[config.mk]
export PLATFORM = sky130hd
export DESIGN_NAME = my_register_arbiter
export DESIGN_NICKNAME = d
export VERILOG_FILES = /design/src/rtl/my_register_arbiter.sv
export SDC_FILE = /design/constraint.sdc
export NUM_CORES = 1
export LEC_CHECK = 0
export CORE_UTILIZATION = 38
export CTS_BUF_LIST = sky130_fd_sc_hd__clkbuf_4 sky130_fd_sc_hd__clkbuf_8
export DETAILED_ROUTE_END_ITERATION = 12
export PLACE_DENSITY_LB_ADDON = 0.12
export SLEW_MARGIN = 30
export SYNTH_ARGS = -nofsm -noshare
export SYNTH_HDL_FRONTEND = slang
export SYNTH_SLANG_ARGS = --single-unit
export TNS_END_PERCENT = 30
[constraint.sdc]
create_clock -name CLK -period 6.7 [get_ports CLK]
set_input_delay 1.34 -clock CLK [delete_from_list [all_inputs] [get_ports CLK]]
set_output_delay 1.34 -clock CLK [all_outputs]
set_load 0.005 [all_outputs]
[src/rtl/my_register_arbiter.sv]
// my_register_arbiter: round-robin shared write register with bounded lock ownership
module my_register_arbiter #(
  parameter int WIDTH = 16,
  parameter int NUM_REQ = 4,
  parameter logic [WIDTH-1:0] INIT = '0,
  parameter int MAX_LOCK = 4,
  localparam int IW = $clog2(NUM_REQ)
) (
  input  logic                     CLK,
  input  logic                     ASYNCRESETN,
  input  logic [NUM_REQ-1:0]       req_valid,
  input  logic [NUM_REQ-1:0]       req_lock,
  input  logic [NUM_REQ*WIDTH-1:0] req_data,
  output logic [NUM_REQ-1:0]       req_ready,
  output logic [WIDTH-1:0]         O,
  output logic [IW-1:0]            grant_id,
  output logic                     locked,
  output logic [15:0]              wr_count
);
  typedef enum logic {IDLE, LOCKED} state_t;
  state_t state_q, state_d;
  logic [IW-1:0] ptr_q, ptr_d, owner_q, owner_d, grant_id_q, grant_id_d, win, idx;
  logic [IW:0] sum;
  logic [7:0] cnt_q, cnt_d;
  logic [WIDTH-1:0] o_q, o_d;
  logic [15:0] wr_count_q, wr_count_d;
  logic found, accept;
  always_comb begin
    win = owner_q;
    found = 1'b0;
    sum = '0;
    idx = '0;
    if (state_q == IDLE) begin
      for (int k = 1; k <= NUM_REQ; k++) begin
        sum = {1'b0, ptr_q} + (IW+1)'(k);
        idx = sum >= (IW+1)'(NUM_REQ) ? IW'(sum - (IW+1)'(NUM_REQ)) : IW'(sum);
        if (!found && req_valid[idx]) begin
          found = 1'b1;
          win = idx;
        end
      end
    end else begin
      found = req_valid[owner_q];
    end
    accept = found && ASYNCRESETN;
    req_ready = accept ? NUM_REQ'(1) << win : '0;
    state_d = state_q;
    ptr_d = ptr_q;
    owner_d = owner_q;
    cnt_d = cnt_q;
    o_d = accept ? req_data[int'(win)*WIDTH +: WIDTH] : o_q;
    grant_id_d = accept ? win : grant_id_q;
    wr_count_d = accept ? wr_count_q + 16'd1 : wr_count_q;
    if (state_q == IDLE) begin
      ptr_d = accept ? win : ptr_q;
      if (accept && req_lock[win] && MAX_LOCK > 1) begin
        state_d = LOCKED;
        owner_d = win;
        cnt_d = 8'(MAX_LOCK - 1);
      end
    end else begin
      cnt_d = cnt_q - 8'd1;
      state_d = (accept && !req_lock[owner_q]) || cnt_q == 8'd0 ? IDLE : LOCKED;
    end
  end
  always_ff @(posedge CLK or negedge ASYNCRESETN) begin
    if (!ASYNCRESETN) begin
      state_q <= IDLE;
      ptr_q <= IW'(NUM_REQ - 1);
      owner_q <= '0;
      cnt_q <= '0;
      o_q <= INIT;
      grant_id_q <= '0;
      wr_count_q <= '0;
    end else begin
      state_q <= state_d;
      ptr_q <= ptr_d;
      owner_q <= owner_d;
      cnt_q <= cnt_d;
      o_q <= o_d;
      grant_id_q <= grant_id_d;
      wr_count_q <= wr_count_d;
    end
  end
  assign O = o_q;
  assign grant_id = grant_id_q;
  assign locked = state_q == LOCKED;
  assign wr_count = wr_count_q;
endmodule

==> Yosys cells after proc, flatten, opt, wreduce, memory -nomap -nowiden <==
Index checks and enable logic that the tools add are counted.
{ "totals": {"reg_bits": 47, "inputBits": 74, "wordCells": 82} }
{ "classes": {"add_sub_neg": 10, "magnitude_cmp": 10, "shift": 2, "muxes": 37, "n_bitwise": 1, "reduce_logical": 15} }
{ "ops": {"columns": ["operator", "count"], "rows": [
  ["indexed part select 64 x 7 -> 16 bit", 1],
  ["< comparator 2 x 3 -> 1 bit (second input constant)", 6],
  ["2-to-1 mux 1 bit", 18],
  ["2-to-1 mux 2 bit", 9],
  ["adder 16 x 1 -> 16 bit (second input constant)", 1],
  ["2-to-1 mux 8 bit", 2],
  ["binary-select mux 1 bit (select 2 bit)", 7],
  [">= comparator 3 bit (second input constant)", 4],
  ["logical NOT 8 bit", 1],
  ["subtractor 2 x 1 -> 2 bit (second input constant)", 4],
  ["subtractor 8 x 1 -> 8 bit (second input constant)", 1],
  ["adder 2 x 2 -> 3 bit (second input constant)", 2],
  ["logical AND 1 bit", 6],
  ["logical NOT 1 bit", 4],
  ["2-to-1 mux 4 bit", 1],
  ["AND reduction 2 bit", 2],
  ["<< shifter 1 x 2 -> 4 bit (first input constant)", 1],
  ["adder 2 x 1 -> 3 bit (second input constant)", 1],
  ["adder 2 x 3 -> 3 bit (second input constant)", 1],
  ["nonzero test 2 bit", 1],
  ["logical OR 1 bit", 1],
  ["NOT 1 bit", 1]
]} }

==> Longest topological paths before layout <==
{ "depth": {"ltp_word": 24, "mapped_depth": 10, "mapped_depth_nobuf": 7} }

==> Least setup slack after synthesis <==
OpenSTA, ideal clock, no wires.
{ "synth_path": {"path_kind": "input to output", "startpoint": "input port req_valid[2]", "endpoint": "output port req_ready[3]", "arrival_ps": 2771, "t_required_ps": 5360, "path_slack_ps": 2589, "cell_stages": 7, "path_buffers": 1, "cell_sequence": "buf_2 > nand2b_1 > a211o_1 > a32oi_1 > o211ai_4 > and3_1 > nor3b_1"} }
{ "synth_via": {"elab_chain_len": 18, "word_cells_on_any_way": 32, "classes_between": "shift (1); mux (24); reduce/logical (7)"} }
{ "synth_rtl": {"columns": ["element", "line", "source"], "rows": [
  ["start: declaration", "11", "input logic [NUM_REQ-1:0] req_valid,"],
  ["binary-select mux 1 bit (select 2 bit)", "37", "if (!found && req_valid[idx]) begin"],
  ["2-to-1 mux 1 bit (implied by the code)", "37", null],
  ["2-to-1 mux 1 bit", "37", null],
  ["2-to-1 mux 1 bit", "33", "if (state_q == IDLE) begin"],
  ["logical NOT 1 bit", "37", null],
  ["logical AND 1 bit", "37", null],
  ["2-to-1 mux 1 bit", "37", null],
  ["2-to-1 mux 1 bit", "33", null],
  ["[... 2 more ...]", null, null],
  ["2-to-1 mux 1 bit", "37", null],
  ["2-to-1 mux 1 bit", "33", null],
  ["logical NOT 1 bit", "37", null],
  ["logical AND 1 bit", "37", null],
  ["2-to-1 mux 2 bit or 2-to-1 mux 1 bit (tied branches)", "37", null],
  ["2-to-1 mux 2 bit or 2-to-1 mux 1 bit (tied branches)", "33", null],
  ["<< shifter 1 x 2 -> 4 bit or logical AND 1 bit (tied branches)", "46, 45", null],
  ["2-to-1 mux 4 bit *", "46", "req_ready = accept ? NUM_REQ'(1) << win : '0;"],
  ["end: declaration", "14", "output logic [NUM_REQ-1:0] req_ready,"]
]} }
Every way passes the cells marked *; elsewhere a longest branch is shown, timed or not. The select of a mux whose other input is x is not followed.

==> Worst setup path after layout <==
{ "layout_path": {"startpoint": "input port req_valid[1]", "endpoint": "output port req_ready[3]"} }
The elaborated chain is that of the path after synthesis.

==> impl_metrics.csv <==
group,metric,value,unit
clock_network,insertion_delay,0.29,ns
timing,rsz0062_at_grt,"false",
routing,wl_per_cell,16.1,um
timing,clock_skew,0.00465,ns
timing,worst_slew_pin_slew,0.780,ns
clock_network,hold_buffers,0,
timing,finalSetupViolations,0,
routing,drtIter0Drc,112,
die,ios,113,
pwr,power.total,0.00172,W
worst_setup_path,critPathArrivalTime,4.24,ns
worst_setup_path,crit_fanout,15,
global_route,grt_overflow,0,
routing,drtPass1Iterations,4,
global_route,antenna_found_initial,0,
worst_setup_path,critPathCaptureType,"output pin",
clock_network,clockRootBuffer,"clkbuf_8",
worst_setup_path,startpoint_type,"input port",
pwr,p_sw_share,39.3,%
status,outcome,"finished, final reports clean",
timing,period_share,83.3,%
global_route,grt_pass1_wl,13.2,mm
synthesis,synthesis.area,0.00311,mm^2
pwr,powerDensity,392,mW/mm^2
routing,drc,0,
clock_network,clk_pin_slew,0.08,ns
clock_network,cts_buffers,5,
global_route,grt_max_degree,49,
pwr,ir_worst_vdd,0.230,mV
die,die_w,92.5,um
routing,finalWirelength,8.19,mm
pwr,p_clk_share,14.3,%
die,row_count,32,
timing,slew_headroom,48.0,%
pwr,p_switching,0.000675,W
final_layout,synthToLayoutAreaGrowth,40.8,%
global_route,gr-usage-all-layers,19.4,%
run,drv_cap,0,
clock_network,cts_max_level,2,
synthesis,syn_area_per_cell,10.3,um^2
pwr,p_leak,1.78,nW
synthesis,yosysSeqAreaShare,37.9,%
routing,vias,2686,
final_layout,layout_commonest_cell,"clkdlybuf4s50_1",
pwr,p_int,0.00104,W
worst_setup_path,required,5.36,ns
die,core,0.00781,mm^2
die,start_util,39.8,%
synthesis,synth_edf_count,0,
synthesis,synth_cell_types,65,
clock_network,cts_max_path_buffers,2,
final_layout,mostFrequentLayoutCells,"clkdlybuf4s50_1, dfrtp_1, nand2_1, mux2i_1, nor2_1",
pwr,comb_power_share,56.9,%
final_layout,final_nets,483,
clock_network,numClockSinks,47,
synthesis,yosysWarningCount,0,
final_layout,diodes,0,
final_layout,n_fill_cell,740,
timing,hold_viol,0,
timing,fin_setup_tns,0,ns
die,dieArea,0.00855,mm^2
routing,ant_nets,0,
clock_network,cts_setup_buffers,0,
min_path,hold_path_class,"flop to flop",
pwr,power.share.sequential,28.9,%
worst_setup_path,worstSetupPathType,"input port to output pin",
placement,portBuffers,112,
timing,layout_min_cycle_time,5.58,ns
clock_network,cts.repair.resized,0,
synthesis,syn-instance-count,302,
routing,vias_per_cell,5.28,
synthesis,async_reset_ff_share,100,%
clock_network,cts_tree,"done",
synthesis,syn_nets,379,
placement,gp_congestion,0.787,
global_route,grt_pass1_vias,2695,
timing,max_freq,179,MHz
placement,dp_hpwl,6.06,mm
synthesis,synthFlopType,"dfrtp_1",
final_layout,drive_gt1_share,10.3,%
timing,slew_viol_final,0,
synthesis,ys_seq_elements,47,
die,die_height,92.5,um
==> synth_stat cells, types with 5 or more instances <==
cell / count / area, um^2
mux2i_1: 32 / 320
inv_1: 6 / 22.5
nor3_1: 12 / 60.1
and3_1: 6 / 37.5
o221ai_1: 8 / 70.1
a21oi_1: 6 / 30.0
nand3_1: 13 / 65.1
nor2_1: 19 / 71.3
nand2b_1: 5 / 31.3
nand2_1: 33 / 124
o221ai_2: 10 / 150
xor2_1: 6 / 52.6
dfrtp_1: 45 / 1130
xnor2_1: 16 / 140
buf_2: 9 / 45.0
==> kinds of logic (layout without fill, tap and decap cells) <==
kind of cell               count (synthesis)  in the layout  synth area share (%)
DFF                                       47             47                  37.9
buffers and inverters                     24            129                  5.11
and+or+nand+nor                          116            116                  20.1
AOI/OAI and AO/OA                         52             52                  16.3
xor gates and xnor gates                  22             22                  6.20
muxes                                     38             38                  13.2
adders and majority gates                  3              3                  1.21
==> flip-flops by register name (all words and copies together), names as in the netlist <==
| register | cells |
|---|---|
| O | 16 |
| wr_count | 16 |
| cnt_q | 8 |
| grant_id | 2 |
| owner_q | 2 |
| ptr_q | 2 |
| locked | 1 |
==> worst paths after layout <==
path	startpoint	end	slack [ns]	depth (start not counted)
hold / removal	wr_count[15]$_DFFE_PN0P_	wr_count[15]$_DFFE_PN0P_	0.49	1
setup reg to reg	ptr_q[0]$_DFFE_PN1P_	O[3]$_DFFE_PN0P_	3.87	7
setup / recovery	req_valid[1]	req_ready[3]	1.12	8
min in group asynchronous	ASYNCRESETN	wr_count[4]$_DFFE_PN0P_	1.22	2
hold reg to reg	wr_count[15]$_DFFE_PN0P_	wr_count[15]$_DFFE_PN0P_	0.49	1
max in group asynchronous	ASYNCRESETN	O[8]$_DFFE_PN0P_	5.07	2
==> power by group through the flow <==
| stage | Sequential (W) | Clock [W] | Combinational [W] |
|---|---|---|---|
| after floorplan | 0.000469 | 0 | 0.000720 |
| after global placement | 0.000496 | 0 | 0.000973 |
| after detailed placement | 0.000500 | 0 | 0.000987 |
| after CTS | 0.000496 | 0.000254 | 0.000993 |
| after global routing | 0.000516 | 0.000264 | 0.00107 |
| final | 0.000496 | 0.000245 | 0.000977 |
==> layer usage <==
layer / GRT usage [%] / wire [um] / vias up
li1: - / - / 1323
met1: 23.9 / 3420 / 1287
met2: 33.7 / 4140 / 65
met3: 4.84 / 498 / 11
met4: 4.95 / 127 / 0
met5: 0 / 0 / -
==> critical path, stage by stage <==
cell and delay [ns]:
clkdlybuf4s50_1 0.75, or3b_4 0.46, a2111oi_4 0.31, or2_2 0.22
o211ai_4 0.10, and3_1 0.24, nor3b_1 0.27, clkdlybuf4s50_1 0.55
==> per-stage QoR <==
step                      cell area [um^2]  setup slack, ns  hold WS, ns  cells  utilization (%)
final                                 4380             1.12        0.489    509             56.1
after global routing                  4380            0.972        0.505    509             56.1
after CTS                             4380             1.06        0.494    509             56.0
after detailed placement              4240             1.06        0.465    501             54.3
after floorplan                       3110             2.59        0.468    302                -
after global placement                4240             1.09        0.461    501             54.3
==> cell type report <==
| class | instances | area [um^2] | share of cell area [%] |
|---|---|---|---|
| clock buffers | 6 | 76.3 | 1.74 |
| clock inverters | 2 | 60.1 | 1.37 |
| inverters | 6 | 22.5 | 0.514 |
| multi-input cells | 231 | 1770 | 40.5 |
| flip-flops and latches | 47 | 1180 | 26.9 |
| well taps | 102 | 128 | 2.92 |
| repair buffers | 115 | 1140 | 26.0 |
Note: power is estimated with default switching activity, not from simulation.
